$ cat config.mk
export PLATFORM = sky130hd
export DESIGN_NAME = tx_arp
export DESIGN_NICKNAME = d
export VERILOG_FILES = /design/src/rtl/tx_arp_pkg.sv /design/src/rtl/tx_arp.sv
export SDC_FILE = /design/constraint.sdc
export NUM_CORES = 1
export LEC_CHECK = 0
export BUFFER_PORTS_ARGS = -buffer_cell sky130_fd_sc_hd__buf_2
export CORE_MARGIN = 4
export CORE_UTILIZATION = 45
export CTS_BUF_LIST = sky130_fd_sc_hd__clkbuf_4
export DETAILED_ROUTE_END_ITERATION = 8
export HOLD_SLACK_MARGIN = 0.06
export MAX_ROUTING_LAYER = met4
export PLACE_DENSITY = 0.66
export SKIP_CTS_REPAIR_TIMING = 1
export SLEW_MARGIN = 20
export SYNTH_ARGS = -nofsm -noshare
export SYNTH_HDL_FRONTEND = slang
export SYNTH_SLANG_ARGS = --single-unit
$ cat constraint.sdc
create_clock -name clk -period 6.05 [get_ports clk]
set_clock_uncertainty 0.05 [all_clocks]
set_input_delay 0 -clock clk [delete_from_list [all_inputs] [get_ports clk]]
set_output_delay 0 -clock clk [all_outputs]
set_load 0.005 [all_outputs]
$ cat src/rtl/tx_arp_pkg.sv
// Shared ARP frame constants, state encoding and the frame builder for tx_arp.
package tx_arp_pkg;

  localparam int unsigned WORD_W      = 16;
  localparam int unsigned FRAME_WORDS = 21;
  localparam int unsigned FRAME_W     = WORD_W * FRAME_WORDS;
  localparam int unsigned IDX_W       = 5;

  localparam logic [15:0] ETH_TYPE_ARP = 16'h0806;
  localparam logic [15:0] HTYPE_ETH    = 16'h0001;
  localparam logic [15:0] PTYPE_IPV4   = 16'h0800;
  localparam logic [15:0] HLEN_PLEN    = 16'h0604;
  localparam logic [15:0] OP_REQUEST   = 16'h0001;
  localparam logic [15:0] OP_REPLY     = 16'h0002;

  localparam logic [47:0] MAC_BCAST = 48'hFFFF_FFFF_FFFF;
  localparam logic [47:0] MAC_ZERO  = 48'h0000_0000_0000;

  typedef enum logic {
    ST_IDLE = 1'b0,
    ST_SEND = 1'b1
  } state_t;

  // Per-frame snapshot of everything the frame content depends on.
  typedef struct packed {
    logic        reply;
    logic [47:0] mac_d;
    logic [47:0] mac_s;
    logic [31:0] sip;
    logic [31:0] dip;
  } arp_cfg_t;

  function automatic logic [FRAME_W-1:0] build_frame(input arp_cfg_t c);
    return {c.reply ? c.mac_d : MAC_BCAST,
            c.mac_s,
            ETH_TYPE_ARP, HTYPE_ETH, PTYPE_IPV4, HLEN_PLEN,
            c.reply ? OP_REPLY : OP_REQUEST,
            c.mac_s, c.sip,
            c.reply ? c.mac_d : MAC_ZERO,
            c.dip};
  endfunction

endpackage

$ cat src/rtl/tx_arp.sv
// ARP request/reply frame generator: periodic broadcast requests plus on-demand
// replies, streamed as 16-bit big-endian words under ready/valid flow control.
module tx_arp
  import tx_arp_pkg::*;
#(
  parameter int unsigned DATA_W     = 16,
  parameter int unsigned SECOND_CNT = 50_000_000
) (
  input  logic              clk,
  input  logic              rst_n,
  input  logic              ack_en,
  input  logic [31:0]       cfg_sip,
  input  logic [31:0]       cfg_dip,
  input  logic [47:0]       cfg_mac_s,
  input  logic [47:0]       ack_mac_d,
  output logic [DATA_W-1:0] tx_arp_data,
  output logic              tx_arp_vld,
  output logic              tx_arp_sop,
  output logic              tx_arp_eop,
  input  logic              tx_arp_rdy,
  output logic              tx_arp_mty
);

  localparam int unsigned TIMER_W = (SECOND_CNT > 1) ? $clog2(SECOND_CNT) : 1;
  localparam logic [TIMER_W-1:0] TIMER_LAST = TIMER_W'(SECOND_CNT - 1);
  localparam logic [IDX_W-1:0]   LAST_IDX   = IDX_W'(FRAME_WORDS - 1);

  state_t              state, state_n;
  logic [TIMER_W-1:0]  timer, timer_n;
  logic                req_pend, req_n;
  logic                rep_pend, rep_n;
  logic [IDX_W-1:0]    idx, idx_n;
  arp_cfg_t            cfg_q, cfg_n;
  logic [DATA_W-1:0]   data_n;
  logic                vld_n, sop_n, eop_n, mty_n;

  logic                wrap_c, last_c, start_c;
  logic [FRAME_W-1:0]  frame_c;
  logic [WORD_W-1:0]   word_c;

  // Word-index mux over the frame assembled from the captured snapshot.
  always_comb begin
    frame_c = build_frame(cfg_q);
    word_c  = '0;
    for (int unsigned i = 0; i < FRAME_WORDS; i++) begin
      if (idx == IDX_W'(i)) word_c = frame_c[FRAME_W-1-WORD_W*i -: WORD_W];
    end
  end

  always_ff @(posedge clk or negedge rst_n) begin
    if (!rst_n) begin
      state       <= ST_IDLE;
      timer       <= '0;
      req_pend    <= 1'b0;
      rep_pend    <= 1'b0;
      idx         <= '0;
      cfg_q       <= '0;
      tx_arp_data <= '0;
      tx_arp_vld  <= 1'b0;
      tx_arp_sop  <= 1'b0;
      tx_arp_eop  <= 1'b0;
      tx_arp_mty  <= 1'b0;
    end else begin
      state       <= state_n;
      timer       <= timer_n;
      req_pend    <= req_n;
      rep_pend    <= rep_n;
      idx         <= idx_n;
      cfg_q       <= cfg_n;
      tx_arp_data <= data_n;
      tx_arp_vld  <= vld_n;
      tx_arp_sop  <= sop_n;
      tx_arp_eop  <= eop_n;
      tx_arp_mty  <= mty_n;
    end
  end

  always_comb begin
    wrap_c  = (timer == TIMER_LAST);
    last_c  = (idx == LAST_IDX);
    start_c = 1'b0;
    timer_n = wrap_c ? '0 : timer + TIMER_W'(1);
    req_n   = req_pend | wrap_c;
    rep_n   = rep_pend | ack_en;
    state_n = state;
    idx_n   = idx;
    cfg_n   = cfg_q;
    data_n  = tx_arp_data;
    vld_n   = 1'b0;
    sop_n   = 1'b0;
    eop_n   = 1'b0;
    mty_n   = 1'b0;

    unique case (state)
      ST_IDLE: start_c = rep_pend | req_pend;
      ST_SEND: begin
        if (tx_arp_rdy) begin
          vld_n  = 1'b1;
          data_n = DATA_W'(word_c);
          sop_n  = (idx == '0);
          eop_n  = last_c;
          if (last_c) begin
            state_n = ST_IDLE;
            // Chain straight into the next frame so its sop can follow this eop.
            start_c = rep_pend | req_pend;
          end else begin
            idx_n = idx + IDX_W'(1);
          end
        end
      end
      default: state_n = ST_IDLE;
    endcase

    // Frame start: snapshot inputs and retire the served flag (reply first).
    if (start_c) begin
      state_n     = ST_SEND;
      idx_n       = '0;
      cfg_n.reply = rep_pend;
      cfg_n.mac_d = ack_mac_d;
      cfg_n.mac_s = cfg_mac_s;
      cfg_n.sip   = cfg_sip;
      cfg_n.dip   = cfg_dip;
      if (rep_pend) rep_n = ack_en;
      else          req_n = wrap_c;
    end
  end

endmodule

==> results of run 1 <==
==> final timing paths <==
kind / from / slack (ps) / depth (start not counted) / endpoint
min in group asynchronous: rst_n / 420 / 4 / cfg_q[137]
max in group asynchronous: rst_n / 4530 / 4 / cfg_q[71]
worst max register to register: idx[0] / 2230 / 8 / cfg_q[48]
worst min register to register: timer[17] / 430 / 1 / timer[17]
worst max-delay path: idx[0] / 2230 / 8 / cfg_q[48]
worst min-delay path: cfg_mac_s[11] / 80 / 3 / cfg_q[75]
==> stage by stage <==
stage / cell area [sq um] / cells / setup slack (ps) / hold slack (ps)
floorplan: 11400 / 1081 / 3530 / -346
global placement: 12400 / 1525 / 2330 / -39.7
detailed placement: 12400 / 1525 / 2360 / -41.8
CTS: 13100 / 1621 / 2310 / -801
global route: 16300 / 1945 / 1980 / 52.1
finish: 16300 / 1946 / 2230 / 77.4
==> worst register-to-register path: stages, from the launching register on <==
cell	delay [ps]
dfrtp_1	440
inv_1	110
ha_1	640
and4b_1	450
nand2_1	110
and2_4	190
nor2_8	510
buf_12	540
mux2_2	610
==> flip-flops by register name, indices dropped and copies added, names as in the netlist, 5 cells and up <==
signal	cells
timer	26
cfg_q	161
idx	5
tx_arp_data	16
==> area by class of cell <==
| type | instances | area [sq um] | area share |
|---|---|---|---|
| Antenna cell | 4 | 10.0 | 0.000613 |
| Multi-Input combinational cell | 767 | 5500 | 0.337 |
| Timing Repair Buffer | 515 | 4250 | 0.260 |
| Tap cell | 324 | 405 | 0.0248 |
| Inverter | 26 | 97.6 | 0.00598 |
| Sequential cell | 214 | 5360 | 0.328 |
| Clock buffer | 83 | 623 | 0.0382 |
| Clock inverter | 13 | 83.8 | 0.00513 |
==> power by group through the flow <==
stage	Sequential, mW	Clock, mW	Combinational [mW]
after detailed placement	2.60	0	2.23
final	2.63	1.29	2.59
after CTS	2.58	1.30	2.25
after floorplan	2.34	0	1.78
after global routing	2.69	1.39	2.80
after global placement	2.59	0	2.19
==> layout by cell type, fill, tap and decap left out, types with 18 or more instances in the layout <==
cell | Yosys | final
mux2_1 | 77 | 77
dlygate4sd3_1 | 0 | 320
dfrtp_1 | 214 | 214
buf_2 | 33 | 181
inv_1 | 26 | 26
o22ai_1 | 22 | 22
a221o_1 | 20 | 20
mux2_2 | 78 | 78
nand2_1 | 101 | 101
o21ai_0 | 53 | 53
nand3_1 | 35 | 35
clkbuf_4 | 0 | 83
a22oi_1 | 18 | 18
nor2_1 | 65 | 65
a21oi_1 | 66 | 66
==> logic make-up after synthesis <==
logic type | after synthesis
XOR/XNOR | 25
adder cells (fa/ha/maj) | 6
AO/OA/AOI/OAI | 277
flip-flops | 214
multiplexers | 160
AND/OR/NAND/NOR | 298
other | 1
buffers and inverters | 100
==> layer usage <==
metal	vias up	GRT usage	wire length, um
met5	-	-	0
met2	617	0.331	18900
met3	108	0.0687	3670
met1	5361	0.357	17100
li1	5031	-	-
met4	0	0.0537	1140
==> impl_metrics.toml, run 1 <==
[floorplanning]
core-area_sq_um = 24600
design.die.area_sq_um = 27900
ios = 184
die_w_um = 167
dieHeight_um = 167
initial_core_util = 0.462
std_cell_rows = 57

[power_and_ir_drop]
power.switching_mw = 2.58
sw_frac_of_total = 0.397
clockPowerShare = 0.198
vdd_drop_max_mv = 0.184
p_total_mw = 6.50
p_leak_nw = 7.02
seqPwrFrac = 0.404
power.density_nw_per_um2 = 398
combPwrFrac = 0.398
p_int_mw = 3.92

[timing]
max_freq_mhz = 262
fin_crit_ps = 3820
hold_viol = 0
worstMarginPinSlew_ps = 1150
setup_viol = 0
period_share = 0.631
rsz0062_at_grt = "no"
fin_setup_tns_ps = 0
relSlewSlack = 0.220
finalMaxSlewViolations = 0

[worst_setup_path]
path_max_fanout = 141
required_ps = 6500
critPathMaxStageDelay_ps = 640
endpoint_kind = "flop"
crit_path_start_kind = "flop"
crit_path_cell_trace = "inv_1, ha_1, and4b_1, nand2_1, and2_4, nor2_8, buf_12, mux2_2"
cp_data_arrival_time_ps = 4270
crit_family = "simple AND/OR/NAND/NOR gates"
cp_slowest_cell = "ha_1"
critPathKind = "flop to flop"
critical_path_buf_inv_count = 2

[synthesis]
synth_top_family_by_area = "compound AO/OA/AOI/OAI gates"
synthAdderAreaFrac = 0.00660
synth_compound_area_frac = 0.166
ys_seq_elements = 214
ys.flop_type = "dfrtp_1"
ys_warn_count = 0
syn_avg_cell_area_sq_um = 10.5
syn_inst = 1081
synth_top_area_frac = 0.471
synth_cell_type_count = 73
synth_area_leaders = "dfrtp_1 47%, mux2_2 7.7%, mux2_1 7.6%"
yosysTopAreaCell = "dfrtp_1"
synth-xor-area-share = 0.0193
yosysSeqAreaShare = 0.471
async_flop_share = 1.00
synth_edf_count = 0
synthSimpleGateAreaFrac = 0.132
synth_common_cells = "214 x dfrtp_1, 101 x nand2_1, 78 x mux2_2, 77 x mux2_1, 66 x a21oi_1"
syn-num-nets = 1251
synth_most_common_cell = "dfrtp_1"
syn_area_sq_um = 11400
synthMuxAreaShare = 0.158

[detailed_routing]
firstDrtPassIters = 6
vias_per_cell = 5.71
drc = 0
ant_nets = 0
vias = 11100
drt_iter0_drc = 962
wirelength_mm = 40.8
avgRoutedWirePerCell_um = 20.9

[grt]
grt_pass1_vias = 9387
grt_use_total = 0.242
antenna_found_initial = 4
grt_pass1_wl_mm = 52.9
gr-total-overflow = 0
grt_max_degree = 142

[finish]
drive_gt1_frac = 0.237
fillers = 1856
layout.nets = 1751
area_growth_syn_to_layout_pct = 43.6
fin_util = 0.664

[clocking]
path_clk_slew_ps = 60
insertion_delay_ps = 680
cts_buffer_depth = 3
h-tree-depth = 2
tritoncts = "built"
cts.sink_count = 214
numCtsBuffers = 57
clockRootBuffer = "clkbuf_4"

[outcome]
status = "completed"

[place]
place.gp.congestion = 0.979
place_hpwl_mm = 24.1
io_buffers = 182

[worst_hold_path]
min_path_type = "input port to flop"

[run]
cap_violations = 0
Note: power is estimated with default switching activity, not from simulation.
==> inputs of run 2 (changes only) <==
clock period = 3.65 ns   (was 6.05 ns; I/O delays follow)
==> run 2 against run 1 <==
- critical path depth decreased by 2
- non-clock buffer count increased by 4
- sequential cell count unchanged
- register-to-register slack got worse by 1700 ps
- utilization about the same
- largest power group unchanged
==> impl_metrics.toml, run 2 (synthesis results as in run 1) <==
[finish]
final_cell_mix = "295 x dlygate4sd3_1, 214 x dfrtp_1, 181 x buf_2, 101 x nand2_1, 78 x mux2_2"
layout_commonest_cell = "dlygate4sd3_1"
area_growth_syn_to_layout_pct = 43.5
regMostFlops = "cfg_q"
layout.nets = 1755
largest_reg_flops = 161
fin_area_sq_um = 16300
fillers = 1841
drive_gt1_frac = 0.251
reg_top3 = "cfg_q (161), timer (26), tx_arp_data (16)"

[grt]
grt_pass1_vias = 9474
grt_pass1_wl_mm = 54.3
grt_max_degree = 125
antenna_found_initial = 3
gr-total-overflow = 0
grt_use_total = 0.250

[floorplanning]
die_w_um = 167
ios = 184
design.die.area_sq_um = 27900
initial_core_util = 0.462
std_cell_rows = 57
dieHeight_um = 167
core-area_sq_um = 24600

[worst_setup_path]
path_max_fanout = 28
critPathKind = "flop to flop"
cp_data_arrival_time_ps = 3610
required_ps = 4130
critical_path_buf_inv_count = 0
critPathMaxStageDelay_ps = 1030
crit_path_start_kind = "flop"
endpoint_kind = "flop"
crit_path_cell_trace = "and4b_1, nor2_2, a221oi_1, nand2_1, a221oi_1, o21ai_1"
cp_slowest_cell = "dfrtp_1"
crit_family = "flip-flops"
cp_common_cell = "a221oi_1"

[detailed_routing]
ant_nets = 0
vias = 11200
firstDrtPassIters = 6
vias_per_cell = 5.74
drt_iter0_drc = 1180
avgRoutedWirePerCell_um = 21.6
drc = 0
wirelength_mm = 42.1

[place]
pre_cts_ws_ps = 671
place.gp.congestion = 1.10
io_buffers = 182
place_area_sq_um = 12600
place_hpwl_mm = 25.5

[timing]
finalMaxSlewViolations = 0
max_freq_mhz = 319
hold_viol = 0
period_share = 0.858
fin_setup_tns_ps = 0
relSlewSlack = 0.316
rsz0062_at_grt = "no"
layout_setup_ws_ps = 519
fin_crit_ps = 3130
setup_viol = 0
worstMarginPinSlew_ps = 1030

[clocking]
clockRootBuffer = "clkbuf_4"
path_clk_slew_ps = 80
cts_buffer_depth = 3
numCtsBuffers = 57
h-tree-depth = 2
cts.sink_count = 214
tritoncts = "built"
insertion_delay_ps = 690

[worst_hold_path]
min_path_type = "input port to flop"

[power_and_ir_drop]
p_leak_nw = 7.07
vdd_drop_max_mv = 0.369
power.density_nw_per_um2 = 663
p_total_mw = 10.8

[run]
cap_violations = 0

[outcome]
status = "completed"
==> run 2: cell count changes in the layout (fill, tap and decap cells not counted), sizes merged <==
cell	change
clkinvlp	-1
buf	+29
dlygate4sd3	-25
clkinv	+9
clkbuf	-6
diode	-1
==> run 2: metrics by stage <==
stage                util  instances  hold WS (ps)
finish              0.663       1951          73.7
global route        0.663       1951          40.8
CTS                 0.541       1651          -588
detailed placement  0.512       1553           140
global placement    0.512       1553           131
floorplan               -       1081          -346
==> run 2: cell type report <==
| cell class | instances | area, sq um | share of cell area |
|---|---|---|---|
| clock inverter | 21 | 114 | 0.00698 |
| timing repair buffer | 519 | 4270 | 0.261 |
| sequential | 214 | 5360 | 0.328 |
| tap | 324 | 405 | 0.0248 |
| antenna | 3 | 7.51 | 0.000460 |
| multi-input combinational | 767 | 5490 | 0.337 |
| clock buffer | 77 | 578 | 0.0354 |
| inverter | 26 | 97.6 | 0.00598 |
==> run 2: worst register-to-register path, cell delays in order (launching register included) <==
cell      delay (ps)
dfrtp_1         1030
and4b_1          650
nor2_2           130
a221oi_1         610
nand2_1          130
a221oi_1         270
o21ai_1          100
==> run 2: worst paths after layout <==
check	depth (start not counted)	slack (ps)	startpoint	to
min in group asynchronous	4	410	rst_n	cfg_q[29]
worst max-delay path	6	520	idx[3]	tx_arp_data[11]
worst min register to register	1	440	cfg_q[97]	cfg_q[97]
max in group asynchronous	5	2320	rst_n	cfg_q[49]
worst max register to register	6	520	idx[3]	tx_arp_data[11]
worst min-delay path	3	70	ack_mac_d[16]	cfg_q[128]
==> run 2: per-layer routing <==
layer | part of all wire | track usage
met3 | 0.089 | 0.0578
met2 | 0.46 | 0.345
met5 | 0 | -
met4 | 0.034 | 0.0669
met1 | 0.42 | 0.369
==> run 2: power breakdown <==
part | total (mW) | internal [mW] | switching [mW]
clock network | 2.09 | 1.05 | 1.04
logic | 4.34 | 2.02 | 2.32
registers | 4.39 | 3.38 | 1.01
